--- src/rtl/arena_life_engine.sv ---
// Double-buffered Conway arena with sequential one-cell-per-clock generation engine.
// Optional build macro ARENA_TORUS_EN: neighbour coordinates wrap toroidally.
module arena_life_engine #(
    parameter int unsigned ARENA_WIDTH  = 10,
    parameter int unsigned ARENA_HEIGHT = 10,
    parameter int unsigned GEN_WIDTH    = 16
) (
    input  logic                 clk,
    input  logic                 reset_n,
    input  logic [9:0]           arena_row_select,
    input  logic [9:0]           arena_column_select,
    output logic                 arena_cell_value,
    input  logic                 step_req,
    input  logic                 seed_valid,
    input  logic [9:0]           seed_row,
    input  logic [9:0]           seed_column,
    input  logic                 seed_value,
    input  logic                 clear_req,
    output logic                 busy,
    output logic [GEN_WIDTH-1:0] generation
);

    localparam int unsigned CELLS = ARENA_WIDTH * ARENA_HEIGHT;
    localparam int unsigned IDX_W = (CELLS > 1) ? $clog2(CELLS) : 1;
    localparam int unsigned CW    = 11;
    localparam logic [CW-1:0] W_L = CW'(ARENA_WIDTH);
    localparam logic [CW-1:0] H_L = CW'(ARENA_HEIGHT);

    typedef enum logic [1:0] {
        ST_IDLE,
        ST_COMPUTE,
        ST_SWAP
    } state_t;

    state_t state_q, state_d;

    logic [CELLS-1:0] bank0, bank1;
    logic             front_sel;
    logic [CW-1:0]    scan_r, scan_c;

    logic [CELLS-1:0] front_c;
    logic             seed_we_c, clear_c, scan_last_c;
    logic [CW-1:0]    rm_c, rp_c, cm_c, cp_c;
    logic [3:0]       n_c;
    logic             next_cell_c;

    function automatic logic in_range(input logic [CW-1:0] r, input logic [CW-1:0] c);
        return (r < H_L) && (c < W_L);
    endfunction

    function automatic logic [IDX_W-1:0] cell_idx(input logic [CW-1:0] r, input logic [CW-1:0] c);
        int unsigned i;
        i = 32'(r) * ARENA_WIDTH + 32'(c);
        return IDX_W'(i);
    endfunction

    // Out-of-arena coordinates (including the all-ones wrap of 0-1) read as dead.
    function automatic logic cell_at(input logic [CELLS-1:0] bank,
                                     input logic [CW-1:0] r, input logic [CW-1:0] c);
        return in_range(r, c) ? bank[cell_idx(r, c)] : 1'b0;
    endfunction

    assign front_c = front_sel ? bank1 : bank0;

    // Neighbour coordinates of the scan cell
    always_comb begin
`ifdef ARENA_TORUS_EN
        rm_c = (scan_r == '0) ? H_L - CW'(1) : scan_r - CW'(1);
        rp_c = (scan_r == H_L - CW'(1)) ? '0 : scan_r + CW'(1);
        cm_c = (scan_c == '0) ? W_L - CW'(1) : scan_c - CW'(1);
        cp_c = (scan_c == W_L - CW'(1)) ? '0 : scan_c + CW'(1);
`else
        rm_c = scan_r - CW'(1);
        rp_c = scan_r + CW'(1);
        cm_c = scan_c - CW'(1);
        cp_c = scan_c + CW'(1);
`endif
    end

    always_comb begin
        n_c = 4'(cell_at(front_c, rm_c,   cm_c))   + 4'(cell_at(front_c, rm_c,   scan_c))
            + 4'(cell_at(front_c, rm_c,   cp_c))   + 4'(cell_at(front_c, scan_r, cm_c))
            + 4'(cell_at(front_c, scan_r, cp_c))   + 4'(cell_at(front_c, rp_c,   cm_c))
            + 4'(cell_at(front_c, rp_c,   scan_c)) + 4'(cell_at(front_c, rp_c,   cp_c));
        next_cell_c = (n_c == 4'd3) | (cell_at(front_c, scan_r, scan_c) & (n_c == 4'd2));
    end

    // State register
    always_ff @(posedge clk or negedge reset_n) begin
        if (!reset_n) state_q <= ST_IDLE;
        else          state_q <= state_d;
    end

    // Next state and control strobes
    always_comb begin
        state_d     = state_q;
        seed_we_c   = 1'b0;
        clear_c     = 1'b0;
        scan_last_c = (scan_r == H_L - CW'(1)) && (scan_c == W_L - CW'(1));
        case (state_q)
            ST_IDLE: begin
                clear_c   = clear_req;
                seed_we_c = seed_valid & ~clear_req & in_range({1'b0, seed_row}, {1'b0, seed_column});
                if (step_req) state_d = ST_COMPUTE;
            end
            ST_COMPUTE: begin
                if (scan_last_c) state_d = ST_SWAP;
            end
            ST_SWAP: state_d = ST_IDLE;
            default: state_d = ST_IDLE;
        endcase
    end

    // Banks, scan index, read port and status outputs
    always_ff @(posedge clk or negedge reset_n) begin
        if (!reset_n) begin
            bank0            <= '0;
            bank1            <= '0;
            front_sel        <= 1'b0;
            scan_r           <= '0;
            scan_c           <= '0;
            generation       <= '0;
            busy             <= 1'b0;
            arena_cell_value <= 1'b0;
        end else begin
            arena_cell_value <= cell_at(front_c, {1'b0, arena_row_select}, {1'b0, arena_column_select});
            busy             <= (state_d != ST_IDLE);

            if (clear_c) begin
                if (front_sel) bank1 <= '0;
                else           bank0 <= '0;
            end else if (seed_we_c) begin
                if (front_sel) bank1[cell_idx({1'b0, seed_row}, {1'b0, seed_column})] <= seed_value;
                else           bank0[cell_idx({1'b0, seed_row}, {1'b0, seed_column})] <= seed_value;
            end

            if (state_q == ST_COMPUTE) begin
                if (front_sel) bank0[cell_idx(scan_r, scan_c)] <= next_cell_c;
                else           bank1[cell_idx(scan_r, scan_c)] <= next_cell_c;
                if (scan_c == W_L - CW'(1)) begin
                    scan_c <= '0;
                    scan_r <= scan_last_c ? '0 : scan_r + CW'(1);
                end else begin
                    scan_c <= scan_c + CW'(1);
                end
            end

            if (state_q == ST_SWAP) begin
                front_sel  <= ~front_sel;
                generation <= generation + GEN_WIDTH'(1);
            end
        end
    end

endmodule

--- config.mk ---
export PLATFORM = sky130hd
export DESIGN_NAME = arena_life_engine
export DESIGN_NICKNAME = d
export VERILOG_FILES = /design/src/rtl/arena_life_engine.sv
export SDC_FILE = /design/constraint.sdc
export NUM_CORES = 1
export LEC_CHECK = 0
export BUFFER_PORTS_ARGS = -buffer_cell sky130_fd_sc_hd__buf_2
export CORE_UTILIZATION = 39
export CTS_CLUSTER_DIAMETER = 30
export CTS_CLUSTER_SIZE = 30
export DETAILED_ROUTE_END_ITERATION = 8
export PLACE_DENSITY = 0.6
export SLEW_MARGIN = 20
export SYNTH_ARGS = -nofsm -noshare
export SYNTH_HDL_FRONTEND = slang
export SYNTH_SLANG_ARGS = --single-unit
--- constraint.sdc ---
create_clock -name clk -period 8.5 [get_ports clk]
set_clock_uncertainty 0.1 [all_clocks]
set_input_delay 0 -clock clk [delete_from_list [all_inputs] [get_ports clk]]
set_output_delay 0 -clock clk [all_outputs]
set_load 0.005 [all_outputs]
==> flow_summary.toml <==
[timing]
worstMarginPinSlew_ns = 1.21
setup_ws_ns = 0.567
hold_viol = 12
holdWs_ns = -0.0426
slew-limit-headroom_pct = 18.9
rsz0062_at_grt = "false"
slew_violations = 0
finalSetupViolCount = 0
post-route-period-util_pct = 93.3
fmax_ghz = 0.126
post-route-min-period_ns = 7.93
setup-tns-final_ns = 0

[hold_path]
hold_path.class = "input port to async pin"

[drt]
via_per_inst = 6.99
first_iter_violations = 3833
antenna_left = 0
firstDrtPassIters = 6
dr_total_vias = 25000
drc_errors = 0
route.detailed.wl_per_inst_um = 30.0
routed_wirelength_um = 108000

[grt]
grt_pass1_wl_um = 159000
grt_overflow_total = 0
grt_max_degree = 92
gr-usage-all-layers_pct = 32.2
antenna_found_initial = 2
grt_pass1_vias = 23900

[floorplan]
ios = 64
die-area_sq_um = 65900
die_w_um = 257
dieHeight_um = 257
fp-row-count = 92
initial_core_util_pct = 39.8
core_area_sq_um = 63500

[synthesis]
synthTopCellsByArea = "dfrtp_1 24%, mux4_2 20%, mux2i_1 5.7%"
yosysTopAreaCell = "dfrtp_1"
yosys_register_bits = 243
synth_cell_types = 79
synthCells = 2657
syn_avg_cell_area_sq_um = 9.52
ys.flop_type = "dfrtp_1"
synth_top_area_share_pct = 24.0
synth_edf_count = 0
synthesis.area_sq_um = 25300
synth_fp_nets = 2806
ys_seq_area_share_pct = 24.0
synth_warnings = 0
async_flop_share_pct = 100

[setup_path]
crit_chain = "inv_1 -> ha_2 -> inv_1 -> buf_4 -> fa_1 -> mux4_2 -> mux4_2 -> mux2i_1 -> nand3_1 -> fa_1 -> fa_1 -> inv_1 -> fa_1 -> ha_1 -> fa_1 -> nand3_1 -> o21ai_0 -> and2_1 -> nor2b_1 -> a22oi_2 -> buf_4 -> a31oi_1"
criticalPathCategory = "flip-flop to flip-flop"
worstSetupStartpoint = "scan_r[0]$_DFFE_PN0P_"
setup.worst_path.end = "bank0[50]$_DFF_PN0_"
slowest_delay_ns = 0.84
cp_max_fo = 40
critPathCaptureType = "flip-flop"
cp-start-kind = "flip-flop"
timing.rr.end = "bank0[50]$_DFF_PN0_"
critPathSlowestCell = "fa_1"
rrSetupSlack_ns = 0.57
crit_top_cell = "fa_1"
r2r-start = "scan_r[0]$_DFFE_PN0P_"
crit_arrival_ns = 8.28
required_ns = 8.85
r2r_cells = 22

[place]
dp_slack_ns = 0.434
globalplace.congestion = 1.02
place_hpwl_um = 76900
io_buffers = 63

[clock_network]
clk_root_buffer_cell = "clkbuf_16"
cts_sinks = 243
cts_buffers = 84
clk_path_buf_depth = 3
cts.reportedPaths.clkPinSlew_ns = 0.04
clk_latency_ns = 0.65
post_cts_buffers = 0
cts_tree = "yes"
htreeDepth = 3

[status]
violations = "negative hold slack"
status = "finished with violations"

[job]
cap_violations = 0

[finish]
drive_gt1_share_pct = 22.1
area_growth_pct = 17.5
nFillCells = 5961
mostFrequentLayoutCell = "dfrtp_1"
final_cell_mix = "241 x dfrtp_1, 231 x o21ai_0, 226 x mux4_2"
nets = 2816
final_util_pct = 46.8

[pwr]
p_per_area_nw_per_um2 = 543
leakagePower_nw = 11.2
ir_worst_vdd_uv = 431
p_total_w = 0.0161
## per-layer routing
metal,vias to the layer above,global-route usage [%],wire (um)
met1,12300,41.0,39900
met5,-,0,27
met3,415,10.7,14100
met4,4,18.8,7010
met2,1861,47.4,46500
li1,10500,-,-
## sequential cells by signal, indices dropped and copies added, names as in the netlist
register          flops
front_sel             1
busy                  1
bank1               100
scan_c               11
state_q               2
scan_r               11
arena_cell_value      1
generation           16
bank0               100
## report_power, final
part | internal [W] | leakage, nW | switching [W]
sequential | 0.00139 | 3.04 | 0.000338
combinational | 0.00438 | 6.59 | 0.00661
clock | 0.00247 | 1.52 | 0.000958
total | 0.00824 | 11.2 | 0.00790
## synthesized netlist by cell type, types with 9 or more instances
| master | instances |
|---|---|
| nand4_1 | 27 |
| nor3_1 | 41 |
| buf_2 | 34 |
| o21bai_1 | 12 |
| o211ai_1 | 115 |
| xor2_1 | 34 |
| mux2i_1 | 144 |
| buf_1 | 16 |
| buf_4 | 13 |
| a32oi_1 | 18 |
| o31ai_1 | 73 |
| mux2_2 | 38 |
| ha_1 | 83 |
| a21o_1 | 16 |
| nand2_1 | 191 |
| xnor2_1 | 76 |
| buf_6 | 9 |
| a31oi_1 | 112 |
| nor2b_1 | 16 |
| fa_1 | 20 |
| a211oi_1 | 33 |
| mux4_2 | 226 |
| or2_2 | 9 |
| nor2_1 | 174 |
| dfrtp_1 | 243 |
| and3_1 | 18 |
| o21ai_0 | 231 |
| a21oi_1 | 154 |
| inv_1 | 56 |
| o22ai_1 | 15 |
| nand2b_1 | 9 |
| and2_1 | 12 |
| o311ai_0 | 13 |
| clkbuf_1 | 164 |
| nor4_1 | 23 |
| nand3_1 | 57 |
| a221oi_1 | 26 |
## repair_timing
item,in CTS,in global routing
hold endpoints to repair,109,0
gates resized for setup,0,3
hold buffers,9,0
endpoints found under the setup margin,0,51
## worst min path at each step
stage                  from  slack (ns)                    endpoint
CTS                 reset_n       0.004         bank0[24]$_DFF_PN0_
detailed placement  reset_n       -0.02         bank0[24]$_DFF_PN0_
global route        reset_n        0.03         bank0[24]$_DFF_PN0_
finish              reset_n       -0.04         bank0[24]$_DFF_PN0_
global placement    reset_n       -0.01         bank0[89]$_DFF_PN0_
floorplan           reset_n       -0.40  arena_cell_value$_DFF_PN0_
## logic make-up after synthesis
group / count (synthesis) / synth area share [%]
xor+xnor: 114 / 4.10
fa+ha+maj: 104 / 5.73
compound gates: 876 / 22.1
buf+inv: 294 / 5.10
mux: 408 / 27.5
flops: 243 / 24.0
simple gates: 618 / 11.5
## worst max-delay path, delay by kind of cell, from the launching register on
family / cells / cell delay [ns]
muxes: 3 / 1.19
AOI/OAI and AO/OA: 3 / 0.58
DFF: 1 / 0.58
buffers and inverters: 5 / 1.10
and+or+nand+nor: 4 / 0.57
adders and majority gates: 7 / 3.58
## metrics by stage
step                      cell area [sq um]  std cells
after CTS                             29700       3578
final                                 29700       3581
after detailed placement              26400       3416
after global routing                  29700       3580
after floorplan                       25300       2657
after global placement                26400       3416
## final cells by class
cell class	instances	area, sq um	area share [%]
Antenna cell	1	2.50	0.00842
Clock buffer	110	2340	7.87
Clock inverter	43	818	2.75
Inverter	56	210	0.707
Multi-Input combinational cell	2120	18000	60.7
Sequential cell	243	6090	20.5
Tap cell	846	1060	3.56
Timing Repair Buffer	162	1170	3.94
No activity file was read; power rests on OpenSTA's default activity.
